===== src/rtl/fetch_sequencer_if.sv =====
// Handshake bundle between the fetch sequencer, instruction memory and executor.
// The slave modport is the sequencer; master is whatever drives it.
interface fetch_sequencer_if #(
  parameter int DATA_WIDTH = 8
);
  logic                  i_start;
  logic                  i_mem_ready;
  logic [DATA_WIDTH-1:0] i_mem_data;
  logic                  i_exec_busy;
  logic                  i_jump_req;
  logic                  i_jump_cond;
  logic                  i_halt;
  logic                  o_reset_ip;
  logic                  o_hold_ip_flag;
  logic                  o_memory_address_source;
  logic                  o_select_jump_address;
  logic                  o_mem_req;
  logic [DATA_WIDTH-1:0] o_instr;
  logic                  o_instr_valid;
  logic [15:0]           o_fetch_count;
  logic                  o_error;
  logic [2:0]            o_state;

  modport slave (
    input  i_start, i_mem_ready, i_mem_data, i_exec_busy, i_jump_req, i_jump_cond, i_halt,
    output o_reset_ip, o_hold_ip_flag, o_memory_address_source, o_select_jump_address,
           o_mem_req, o_instr, o_instr_valid, o_fetch_count, o_error, o_state
  );

  modport master (
    output i_start, i_mem_ready, i_mem_data, i_exec_busy, i_jump_req, i_jump_cond, i_halt,
    input  o_reset_ip, o_hold_ip_flag, o_memory_address_source, o_select_jump_address,
           o_mem_req, o_instr, o_instr_valid, o_fetch_count, o_error, o_state
  );
endinterface


===== src/rtl/fetch_sequencer.sv =====
// Instruction fetch control FSM: requests a word, waits (bounded) for memory,
// presents it to the executor and steers the instruction pointer on accept.
module fetch_sequencer #(
  parameter int DATA_WIDTH = 8,
  parameter int TIMEOUT    = 15
) (
  input  logic             clk,
  input  logic             rst_n,
  fetch_sequencer_if.slave bus
);

  localparam logic [7:0] TIMEOUT_C = 8'(TIMEOUT);

  typedef enum logic [2:0] {
    S_IDLE  = 3'd0,
    S_FETCH = 3'd1,
    S_WAIT  = 3'd2,
    S_ISSUE = 3'd3,
    S_JUMP  = 3'd4,
    S_HALT  = 3'd5
  } state_e;

  state_e                state_q, state_d;
  logic [DATA_WIDTH-1:0] instr_q, instr_d;
  logic [15:0]           fetch_count_q, fetch_count_d;
  logic                  error_q, error_d;
  logic [7:0]            wait_cnt_q, wait_cnt_d;
  logic                  jump_cond_q, jump_cond_d;

  logic reset_ip;
  logic hold_ip;
  logic addr_src;
  logic sel_jump;
  logic mem_req;
  logic instr_valid;

  always_ff @(posedge clk) begin
    if (!rst_n) begin
      state_q       <= S_IDLE;
      instr_q       <= '0;
      fetch_count_q <= '0;
      error_q       <= 1'b0;
      wait_cnt_q    <= '0;
      jump_cond_q   <= 1'b0;
    end else begin
      state_q       <= state_d;
      instr_q       <= instr_d;
      fetch_count_q <= fetch_count_d;
      error_q       <= error_d;
      wait_cnt_q    <= wait_cnt_d;
      jump_cond_q   <= jump_cond_d;
    end
  end

  always_comb begin
    state_d       = state_q;
    instr_d       = instr_q;
    fetch_count_d = fetch_count_q;
    error_d       = error_q;
    wait_cnt_d    = wait_cnt_q;
    jump_cond_d   = jump_cond_q;
    reset_ip      = 1'b0;
    hold_ip       = 1'b0;
    addr_src      = 1'b0;
    sel_jump      = 1'b0;
    mem_req       = 1'b0;
    instr_valid   = 1'b0;

    case (state_q)
      S_IDLE: begin
        reset_ip = 1'b1;
        hold_ip  = 1'b1;
        if (bus.i_start) state_d = S_FETCH;
      end
      S_FETCH: begin
        mem_req    = 1'b1;
        hold_ip    = 1'b1;
        wait_cnt_d = '0;
        state_d    = S_WAIT;
      end
      S_WAIT: begin
        mem_req = 1'b1;
        hold_ip = 1'b1;
        // A ready arriving on the final allowed cycle beats the timeout.
        if (bus.i_mem_ready) begin
          instr_d       = bus.i_mem_data;
          fetch_count_d = fetch_count_q + 16'd1;
          state_d       = S_ISSUE;
        end else if (wait_cnt_q == TIMEOUT_C) begin
          error_d = 1'b1;
          state_d = S_HALT;
        end else begin
          wait_cnt_d = wait_cnt_q + 8'd1;
        end
      end
      S_ISSUE: begin
        instr_valid = 1'b1;
        hold_ip     = 1'b1;
        if (!bus.i_exec_busy) begin
          jump_cond_d = bus.i_jump_cond;
          if (bus.i_halt) begin
            state_d = S_HALT;
          end else if (bus.i_jump_req) begin
            state_d = S_JUMP;
          end else begin
            // Sequential advance: release the IP for exactly this cycle.
            hold_ip = 1'b0;
            state_d = S_FETCH;
          end
        end
      end
      S_JUMP: begin
        addr_src = 1'b1;
        sel_jump = ~jump_cond_q;
        state_d  = S_FETCH;
      end
      S_HALT: begin
        hold_ip = 1'b1;
      end
      default: begin
        state_d = S_IDLE;
      end
    endcase
  end

  assign bus.o_reset_ip              = reset_ip;
  assign bus.o_hold_ip_flag          = hold_ip;
  assign bus.o_memory_address_source = addr_src;
  assign bus.o_select_jump_address   = sel_jump;
  assign bus.o_mem_req               = mem_req;
  assign bus.o_instr_valid           = instr_valid;
  assign bus.o_instr                 = instr_q;
  assign bus.o_fetch_count           = fetch_count_q;
  assign bus.o_error                 = error_q;
  assign bus.o_state                 = state_q;

endmodule


===== src/flat_wrapper.sv =====
// flat-port wrapper written by rule: the top's interface ports become plain ports
module fetch_sequencer_flat 
#(
  parameter int DATA_WIDTH = 8,
  parameter int TIMEOUT    = 15
)
  (clk, rst_n, bus_i_start, bus_i_mem_ready, bus_i_mem_data, bus_i_exec_busy, bus_i_jump_req, bus_i_jump_cond, bus_i_halt, bus_o_reset_ip, bus_o_hold_ip_flag, bus_o_memory_address_source, bus_o_select_jump_address, bus_o_mem_req, bus_o_instr, bus_o_instr_valid, bus_o_fetch_count, bus_o_error, bus_o_state);
  fetch_sequencer_if #(.DATA_WIDTH(DATA_WIDTH)) bus_i ();
  input  logic clk;
  input  logic rst_n;
  input wire logic [$bits(bus_i.i_start)-1:0] bus_i_start;
  input wire logic [$bits(bus_i.i_mem_ready)-1:0] bus_i_mem_ready;
  input wire logic [$bits(bus_i.i_mem_data)-1:0] bus_i_mem_data;
  input wire logic [$bits(bus_i.i_exec_busy)-1:0] bus_i_exec_busy;
  input wire logic [$bits(bus_i.i_jump_req)-1:0] bus_i_jump_req;
  input wire logic [$bits(bus_i.i_jump_cond)-1:0] bus_i_jump_cond;
  input wire logic [$bits(bus_i.i_halt)-1:0] bus_i_halt;
  output wire logic [$bits(bus_i.o_reset_ip)-1:0] bus_o_reset_ip;
  output wire logic [$bits(bus_i.o_hold_ip_flag)-1:0] bus_o_hold_ip_flag;
  output wire logic [$bits(bus_i.o_memory_address_source)-1:0] bus_o_memory_address_source;
  output wire logic [$bits(bus_i.o_select_jump_address)-1:0] bus_o_select_jump_address;
  output wire logic [$bits(bus_i.o_mem_req)-1:0] bus_o_mem_req;
  output wire logic [$bits(bus_i.o_instr)-1:0] bus_o_instr;
  output wire logic [$bits(bus_i.o_instr_valid)-1:0] bus_o_instr_valid;
  output wire logic [$bits(bus_i.o_fetch_count)-1:0] bus_o_fetch_count;
  output wire logic [$bits(bus_i.o_error)-1:0] bus_o_error;
  output wire logic [$bits(bus_i.o_state)-1:0] bus_o_state;
  assign bus_i.i_start = bus_i_start;
  assign bus_i.i_mem_ready = bus_i_mem_ready;
  assign bus_i.i_mem_data = bus_i_mem_data;
  assign bus_i.i_exec_busy = bus_i_exec_busy;
  assign bus_i.i_jump_req = bus_i_jump_req;
  assign bus_i.i_jump_cond = bus_i_jump_cond;
  assign bus_i.i_halt = bus_i_halt;
  assign bus_o_reset_ip = bus_i.o_reset_ip;
  assign bus_o_hold_ip_flag = bus_i.o_hold_ip_flag;
  assign bus_o_memory_address_source = bus_i.o_memory_address_source;
  assign bus_o_select_jump_address = bus_i.o_select_jump_address;
  assign bus_o_mem_req = bus_i.o_mem_req;
  assign bus_o_instr = bus_i.o_instr;
  assign bus_o_instr_valid = bus_i.o_instr_valid;
  assign bus_o_fetch_count = bus_i.o_fetch_count;
  assign bus_o_error = bus_i.o_error;
  assign bus_o_state = bus_i.o_state;
  fetch_sequencer #(.DATA_WIDTH(DATA_WIDTH), .TIMEOUT(TIMEOUT)) u_core (.clk(clk), .rst_n(rst_n), .bus(bus_i));
endmodule

===== config.mk =====
export PLATFORM = sky130hd
export DESIGN_NAME = fetch_sequencer_flat
export DESIGN_NICKNAME = d
export VERILOG_FILES = /design/src/rtl/fetch_sequencer_if.sv /design/src/rtl/fetch_sequencer.sv /design/src/flat_wrapper.sv
export SDC_FILE = /design/constraint.sdc
export NUM_CORES = 1
export LEC_CHECK = 0
export ABC_AREA = 1
export CORE_MARGIN = 3
export CORE_UTILIZATION = 43
export DETAILED_ROUTE_END_ITERATION = 8
export PLACE_DENSITY = 0.81
export SYNTH_ARGS = -nofsm -noshare
export SYNTH_HDL_FRONTEND = slang
export SYNTH_SLANG_ARGS = --single-unit

===== constraint.sdc =====
create_clock -name clk -period 1.5 [get_ports clk]
set_clock_uncertainty 0.1 [all_clocks]
set_input_delay 0.225 -clock clk [delete_from_list [all_inputs] [get_ports clk]]
set_output_delay 0.225 -clock clk [all_outputs]
set_load 0.005 [all_outputs]

* Word level (Yosys, flattened, before mapping)
Index checks and enable logic that the tools add are counted.
** Word-level totals
- Word-level logic and storage cells :: 51
- Register bits :: 37
- Output and inout port bits :: 34
- Input port bits :: 16
** Operators by class
- Equal/unequal tests :: 11
- Mux-type cells :: 19
- $add $sub $neg :: 2
- Bitwise logic cells :: 4
- Reduce and logical (&&, ||, !) cells :: 9
** Operators by type and width (number)
- 3-bit two-way mux :: 6
- 3-bit case mux with 6 select lines :: 1
- 16-bit by 1-bit adder with 16-bit output, second input constant :: 1
- 8-bit two-way mux :: 2
- 8-bit case mux with 2 select lines :: 1
- 8-bit by 1-bit adder with 8-bit output, second input constant :: 1
- 8-bit by 4-bit equality test with 1-bit output, second input constant :: 1
- 1-bit two-way mux :: 8
- 2-bit inequality test, second input constant :: 4
- 3-bit by 2-bit equality test with 1-bit output, second input constant :: 2
- 3-bit equality test, second input constant :: 2
- 3-bit AND reduction :: 2
- 1-bit NOT :: 4
- 2-bit AND reduction :: 2
- 4-bit AND reduction :: 1
- 4-bit OR reduction :: 1
- 3-bit by 1-bit equality test with 1-bit output, second input constant :: 1
- 3-bit zero test :: 1
- 3-bit by 2-bit inequality test with 1-bit output, second input constant :: 1
- 1-bit case mux with 2 select lines :: 1
- 2-bit nonzero test :: 1
- 2-bit OR reduction :: 1

* Depth between registers and ports, before layout
Gate-level depths: netlist of run 1.
- Depth in word-level cells :: 4
- Mapped depth :: 10
- Mapped depth without buffers :: 9

* Least setup slack after synthesis of run 1
Ideal clock, no wire load.
- Path kind :: reg2reg
- Start :: register u_core.wait_cnt_q[0]
- End :: register u_core.wait_cnt_q[2]
- Path buffers :: 1
- Cell stages (with the launch flop) :: 10
- Path slack :: 0.052 ns
- Arrival time :: 1.233 ns
- Data required time :: 1.285 ns
- Setup time :: 0.115 ns
- Cell sequence :: dfxtp_1 -> ha_1 -> nand2_1 -> nor2_2 -> nand2_1 -> nand2_4 -> nand2_2 -> buf_6 -> a21oi_1 -> nor2_1
** On the way
- Longest elaborated chain between the ends :: 4
** Ends and longest elaborated chain
- start, declared :: RTL line fetch_sequencer.sv:27 : logic [7:0] wait_cnt_q, wait_cnt_d;
- start signal, assigned :: RTL line fetch_sequencer.sv:50 : wait_cnt_q <= wait_cnt_d;
- 8-bit by 1-bit adder with 8-bit output :: RTL line fetch_sequencer.sv:93 : wait_cnt_d = wait_cnt_q + 8'd1;
- 8-bit two-way mux :: RTL line fetch_sequencer.sv:89 : end else if (wait_cnt_q == TIMEOUT_C) begin
- 8-bit two-way mux :: RTL line fetch_sequencer.sv:85 : if (bus.i_mem_ready) begin
- 8-bit case mux with 2 select lines :: RTL line fetch_sequencer.sv:69 : case (state_q)
Several ways; a longest one is shown, not always the timed one. The select of a mux whose other input is x is not followed.
A chain may end at the register's enable or synchronous reset.

* Worst setup path in the final report of run 1
- Start :: register u_core.state_q[2], in the netlist u_core.bus.o_state[2]
- End :: register u_core.fetch_count_q[12], in the netlist u_core.bus.o_fetch_count[12]
** On the way
- Longest elaborated chain between the ends :: 2
** Ends and longest elaborated chain
- start, declared :: RTL line fetch_sequencer.sv:23 : state_e state_q, state_d;
- start signal, assigned :: RTL line fetch_sequencer.sv:46 : state_q <= state_d;
- 3-bit by 2-bit equality test with 1-bit output :: RTL line fetch_sequencer.sv:69
- 2-bit AND reduction (no line)
- end signal, assigned :: RTL line fetch_sequencer.sv:48 : fetch_count_q <= fetch_count_d;
- end, declared :: RTL line fetch_sequencer.sv:25 : logic [15:0] fetch_count_q, fetch_count_d;
No other way between the ends.

==> results.md, run 1 <==
* Status: finished with violations
* Violated checks: negative setup slack
* CP max stage cell: dfxtp_4
* HP Class: flip-flop to flip-flop
* Vias at 2391
* Synthesized cell area at 0.00185 mm^2
* CP cell instances: buf_6 > nor2_4 > buf_6 > nand3_4 > nor2_4 > nand3b_1 > nand2_1 > inv_1 > nor2_1
* Clock net sink count at 37
* Net Sw Power at 0.00164 W
* DR vias/cell at 5.60
* Post-Layout Cell Count at 427
* Synthesized area per cell at 6.63 um^2
* Area Overhead vs Synth at 81.7%
* Worst Path Max Fanout at 5
* Max-Cap Viols at 0
* Top-area cell type share of the netlist area at 40.0%
* Clock power frac at 20.4%
* CTS tree: yes
* Worst slew margin at 48.3%
* Final setup fails at 38
* # DRC at 0
* Post-DP Area at 0.00257 mm^2
* Total Nets Final at 395
* Synth Instances at 279
* Iter 0 DRT Violations at 193
* R2R Path Start: u_core.bus.o_state[2]$_SDFFE_PN0P_
* Share of post-route cells with drive strength above 1 at 46.7%
* Register Area at 788 um^2
* Port bufs at 49
* WS Path Type: flip-flop to flip-flop
* DR WL/cell at 17.9 um
* Commonest non-fill, non-tap cell in the layout: nand2_1
* Starting density of the core at 45.3%
* Period utilisation layout at 113%
* Hpwl dp at 3.36 mm
* Slew at the pin with the worst max-slew slack at 775 ps
* Fin crit period at 1690 ps
* Most frequent cells in the layout: nand2_1 (51), inv_1 (33), buf_4 (32)
* Antenna cells at 0
* Clock latency at the later pin of the worst-skew pair at 300 ps
* Num CTS Buffers at 5
* # H-tree levels at 2
* Vias in the first global route at 2017
* Hold-fix buffers, CTS at 0
* Internal power at 0.00263 W
* Comb pwr share at 52.4%
* Tot GR Track Use at 21.5%
* First-pass GRT wire length at 8.82 mm
* CP Capture Type: flip-flop
* Fillers at 227
* TritonRoute pass-1 iters at 5
* Slowest stage delay, CP at 360 ps
* Clock transition at path regs at 80 ps
* Max clock buf depth at 2
* Yosys reg bits at 37
* Initial antenna violation count at 0
* IO Pins at 50
* Req. time, crit path at 1620 ps
* Yosys warnings at 0
* Beginning of the worst hold path: u_core.bus.o_instr[3]$_SDFFE_PN0P_
* Main area contributors after synthesis: dfxtp_1 (40%), nand2_1 (16%), nor2_1 (7.3%)
* Die Span Y at 71.6 um
* Sw frac at 38.4%
* Die ar. at 0.00513 mm^2
* Setup crit start kind: flip-flop
* Root Driver: clkbuf_8
* FMAX at 592 MHz
* Area leader, netlist: dfxtp_1
* Power per cell area at 1270 mW/mm^2
* Netlist cell types at 29
* Sequential-to-total area share from yosys stat at 40.0%
* Core area at 0.00409 mm^2
* Multi-input logic area at 0.00131 mm^2
* Max-slew violations at 0
* Leak at 1.61 nW
* Post-Route WL at 7.63 mm
* Data arrival, critical path at 1800 ps
* Placed cells at 398
* Worst VDD drop at 0.816 mV
* Mapped Nets at 297
* RSZ-0062 raised after global routing: yes
* Rows at 23
* RePlAce Congestion at 0.886
* Flop pwr share at 27.2%
* Antenna Nets Post-Route at 0
* Fin. Hold Viols at 0
* Post-route cell area at 0.00336 mm^2
* Total gr overflow at 0
* Setup crit start: u_core.bus.o_state[2]$_SDFFE_PN0P_
* Final worst slack at -188 ps
* Die width at 71.6 um
* Largest net degree at the start of global routing at 17
[synthesized netlist by cell type]
cell type,instances
o21ai_0,12
xor2_1,1
o21ai_1,4
buf_2,2
inv_2,1
nor3_2,1
nand3b_1,2
nand2_2,3
inv_1,35
clkinv_2,1
nor3b_1,1
nand2_1,78
nor2_2,2
nand3_4,1
a21oi_1,25
nor2_4,2
nand3_2,1
nand3_1,15
a31oi_1,1
nand4_1,3
and3_1,1
clkbuf_1,3
nor2_1,36
nor3_1,6
buf_6,1
nand2_4,1
dfxtp_1,37
a21oi_2,1
ha_1,2
[state kept, by name, indices dropped and copies added, names as in the netlist]
signal	flops
u_core.bus.o_instr	8
u_core.bus.o_state	3
u_core.jump_cond_q	1
u_core.bus.o_fetch_count	16
u_core.bus.o_error	1
u_core.wait_cnt_q	8
[kinds of logic (layout without fill, tap and decap cells)]
family,count (synthesis),after routing,share of synthesized area [%]
and+or+nand+nor,153,154,36.9
xor gates and xnor gates,1,1,0.473
AOI/OAI and AO/OA,43,43,11.9
buffers and inverters,43,140,9.33
adders and majority gates,2,2,1.35
DFF,37,37,40.0
[routing by layer]
metal | GRT usage (%) | vias up | routed length [um]
met1 | 26.7 | 1132 | 2900
li1 | - | 1079 | -
met4 | 8.77 | 0 | 328
met2 | 35.6 | 142 | 3900
met5 | 0 | - | 0
met3 | 5.33 | 38 | 500
[critical path: cells and delay by family (launching register included)]
family,cells,cell delay (ps)
buffers and inverters,3,300
AND/OR/NAND/NOR,6,850
flip-flops,1,360
[what timing repair did]
action	CTS	global route
resized for setup	81	119
setup endpoints to repair	39	55
setup buffers	11	12
cloned	1	1
pin swaps	16	39
[per-stage QoR]
step / setup TNS (ps) / total power [W] / setup WS, ps / utilization [%] / hold slack (ps)
after floorplan: 0 / 0.00184 / 52.1 / - / 264
after global placement: -4640 / 0.00250 / -241 / 62.8 / 350
after detailed placement: -5200 / 0.00252 / -233 / 62.8 / 355
after CTS: -1010 / 0.00367 / -132 / 71.3 / 365
after global routing: -6230 / 0.00445 / -279 / 82.3 / 382
final: -3530 / 0.00427 / -188 / 82.3 / 361
[layout make-up]
type	instances	area share, %
clock buffers	5	2.05
repair buffers	96	28.2
flip-flops and latches	37	23.4
inverters	37	4.50
multi-input cells	200	38.9
clock inverters	2	1.04
well taps	50	1.86
[power by group through the flow]
stage / registers, W / clock network (W) / logic [W]
2_1_floorplan: 0.00118 / 0 / 0.000652
3_3_place_gp: 0.00114 / 0 / 0.00136
3_5_place_dp: 0.00114 / 0 / 0.00138
4_1_cts: 0.00115 / 0.000845 / 0.00168
5_1_grt: 0.00117 / 0.000913 / 0.00237
6_report: 0.00116 / 0.000871 / 0.00224
[path summary, 6_finish.rpt]
check | to | slack [ps] | cells after the start
max | u_core.bus.o_fetch_count[12]$_SDFFE_PN0P_ | -190 | 9
min | u_core.bus.o_instr[3]$_SDFFE_PN0P_ | 360 | 2
max reg2reg | u_core.bus.o_fetch_count[12]$_SDFFE_PN0P_ | -190 | 9
min reg2reg | u_core.bus.o_instr[3]$_SDFFE_PN0P_ | 360 | 2
(Power assumes the default switching activity.)
==> inputs of run 2 (changes only) <==
--- a/config.mk
+++ b/config.mk
@@ -9,6 +9,7 @@
 export CORE_MARGIN = 3
 export CORE_UTILIZATION = 43
 export DETAILED_ROUTE_END_ITERATION = 8
+export MAX_ROUTING_LAYER = met4
 export PLACE_DENSITY = 0.81
 export SYNTH_ARGS = -nofsm -noshare
 export SYNTH_HDL_FRONTEND = slang
==> run 2 against run 1 <==
Net effect:
- the flow still finishes with violations (negative setup slack)
- first-iteration DRC count is 33% higher
- final cell count rose by 0.23%
- die area unchanged
- register-to-register slack improved by 70 ps
- fmax grew 4.0%
- non-clock buffer count is 1 higher
- clock power increased by 0.9%
- utilization fell by 3.9 points
- via count up 0.13%
- wire length down 8.4%
- design area decreased by 4.7%
- critical path type unchanged
- critical endpoint is now u_core.bus.o_state[0]$_SDFFE_PN0P_
- highest routed layer unchanged
==> results.md, run 2 (synthesis results as in run 1) <==
* Hpwl dp at 3.43 mm
* Fin crit period at 1620 ps
* CP Capture Type: flip-flop
* Crit path max-delay family: simple AND/OR/NAND/NOR gates
* Final setup fails at 34
* R2R cell count at 11
* Clock transition at path regs at 80 ps
* CP Buf/Inv Count at 3
* Num CTS Buffers at 5
* Antenna Nets Post-Route at 0
* Rows at 23
* Max clock buf depth at 2
* CTS tree: yes
* Fin. Hold Viols at 0
* Beginning of the worst hold path: u_core.bus.o_instr[4]$_SDFFE_PN0P_
* Initial antenna violation count at 0
* IO Pins at 50
* Data arrival, critical path at 1710 ps
* Flop pwr share at 28.6%
* Total Nets Final at 396
* Vias in the first global route at 2170
* Largest net degree at the start of global routing at 17
* Slowest stage delay, CP at 330 ps
* Core area at 0.00409 mm^2
* Violated checks: negative setup slack
* Port bufs at 49
* Area Overhead vs Synth at 73.2%
* # DRC at 0
* First-pass GRT wire length at 9.50 mm
* RePlAce Congestion at 0.884
* CP cell instances: buf_4 > nor2_4 > buf_4 > nand2_4 > nor2_4 > nand2_4 > buf_6 > nand3_4 > nand2_1 > nand2_1 > nor2_1
* Die ar. at 0.00513 mm^2
* Req. time, crit path at 1590 ps
* WS Path Type: flip-flop to flip-flop
* Die Span Y at 71.6 um
* Setup crit start kind: flip-flop
* Register Area at 781 um^2
* WHS Path Cells at 2
* Setup_tns at -2000 ps
* Clock latency at the later pin of the worst-skew pair at 300 ps
* Hold-fix buffers, CTS at 0
* Internal power at 0.00253 W
* Overall power at 0.00410 W
* RSZ-0062 raised after global routing: yes
* Fillers at 233
* Max reg flops at 16
* Leak at 1.50 nW
* Power per cell area at 1280 mW/mm^2
* Dpl ws at -240 ps
* Status: finished with violations
* Root Driver: clkbuf_8
* Worst VDD drop at 0.695 mV
* Net Sw Power at 0.00158 W
* Total gr overflow at 0
* Multi-input logic area at 0.00121 mm^2
* TritonRoute pass-1 iters at 6
* Starting density of the core at 45.3%
* Max-Cap Viols at 0
* DR WL/cell at 16.3 um
* Die width at 71.6 um
* Slew at the pin with the worst max-slew slack at 705 ps
* Clock power frac at 21.4%
* Post-route cell area at 0.00320 mm^2
* Comb pwr share at 50.0%
* Period utilisation layout at 108%
* # H-tree levels at 2
* Worst flop-to-flop path endpoint: u_core.bus.o_state[0]$_SDFFE_PN0P_
* Vias at 2394
* Flop2flop setup slack at -120 ps
* Post-Route WL at 6.99 mm
* Iter 0 DRT Violations at 257
* Worst slew margin at 52.9%
* FMAX at 616 MHz
* Antenna cells at 0
* Hold Path End: u_core.bus.o_instr[4]$_SDFFE_PN0P_
* Post-DP Area at 0.00256 mm^2
* Share of post-route cells with drive strength above 1 at 39.2%
* Max-slew violations at 0
* Sw frac at 38.4%
* HP Class: flip-flop to flip-flop
* Fin util at 78.4%
* R2R Path Start: u_core.bus.o_state[0]$_SDFFE_PN0P_
* Final worst slack at -122 ps
* Commonest non-fill, non-tap cell in the layout: nand2_1
* CP max stage cell: dfxtp_2
* Clock net sink count at 37
* Tot GR Track Use at 23.8%
* Most frequent cells in the layout: nand2_1 (62), buf_4 (37), inv_1 (34)
* DR vias/cell at 5.59
* Worst Path Max Fanout at 5
==> run 2: how the worst max path moves through the flow <==
| stage | from | end | slack [ps] | cells after the start |
|---|---|---|---|---|
| 2_1_floorplan | u_core.wait_cnt_q[0]$_SDFFE_PN0P_ | u_core.wait_cnt_q[2]$_SDFFE_PN0P_ | 50 | 9 |
| 3_3_place_gp | bus_i_exec_busy | bus_o_hold_ip_flag | -250 | 4 |
| 3_5_place_dp | bus_i_exec_busy | bus_o_hold_ip_flag | -240 | 4 |
| 4_1_cts | u_core.bus.o_state[2]$_SDFFE_PN0P_ | u_core.bus.o_fetch_count[11]$_SDFFE_PN0P_ | -120 | 11 |
| 5_1_grt | u_core.bus.o_state[0]$_SDFFE_PN0P_ | u_core.bus.o_state[0]$_SDFFE_PN0P_ | -180 | 11 |
| 6_report | u_core.bus.o_state[0]$_SDFFE_PN0P_ | u_core.bus.o_state[0]$_SDFFE_PN0P_ | -120 | 11 |
==> run 2: what timing repair did <==
action / 4_1_cts / 5_1_grt
resized for setup: 104 / 54
setup endpoints to repair: 48 / 57
buffers inserted: 12 / 12
pin swaps: 19 / 14
cloned: 2 / 0
==> run 2: worst min-delay path: stages, from the launching register on <==
cell and delay (ps):
dfxtp_2 340, nand2_4 60, a21oi_2 30
==> run 2: power by group through the flow <==
stage,clock network [W],registers (W),logic [W]
after floorplan,0,0.00118,0.000652
after global placement,0,0.00115,0.00135
after detailed placement,0,0.00115,0.00138
after CTS,0.000864,0.00116,0.00166
after global routing,0.000914,0.00118,0.00216
final,0.000879,0.00117,0.00205
==> run 2: metrics by stage <==
| step | std cells | hold WS (ps) |
|---|---|---|
| 2_1_floorplan | 279 | 264 |
| 3_3_place_gp | 397 | 350 |
| 3_5_place_dp | 397 | 356 |
| 4_1_cts | 417 | 364 |
| 5_1_grt | 428 | 377 |
| 6_report | 428 | 363 |
==> run 2: per-layer routing <==
layer  vias up  routed length, um  global-route usage (%)
li1       1089                  -                       -
met1      1119               2710                    27.7
met2       144               3580                    39.7
met3        42                421                    4.07
met4         0                279                    11.5
met5         -                  0                       -
==> run 2: layout make-up <==
class / instances / share of cell area [%]
timing repair buffer: 97 / 28.1
inverter: 37 / 4.49
multi-input combinational: 199 / 37.7
sequential: 37 / 24.4
tap: 50 / 1.95
timing repair inverter: 1 / 0.156
clock inverter: 2 / 1.09
clock buffer: 5 / 2.15
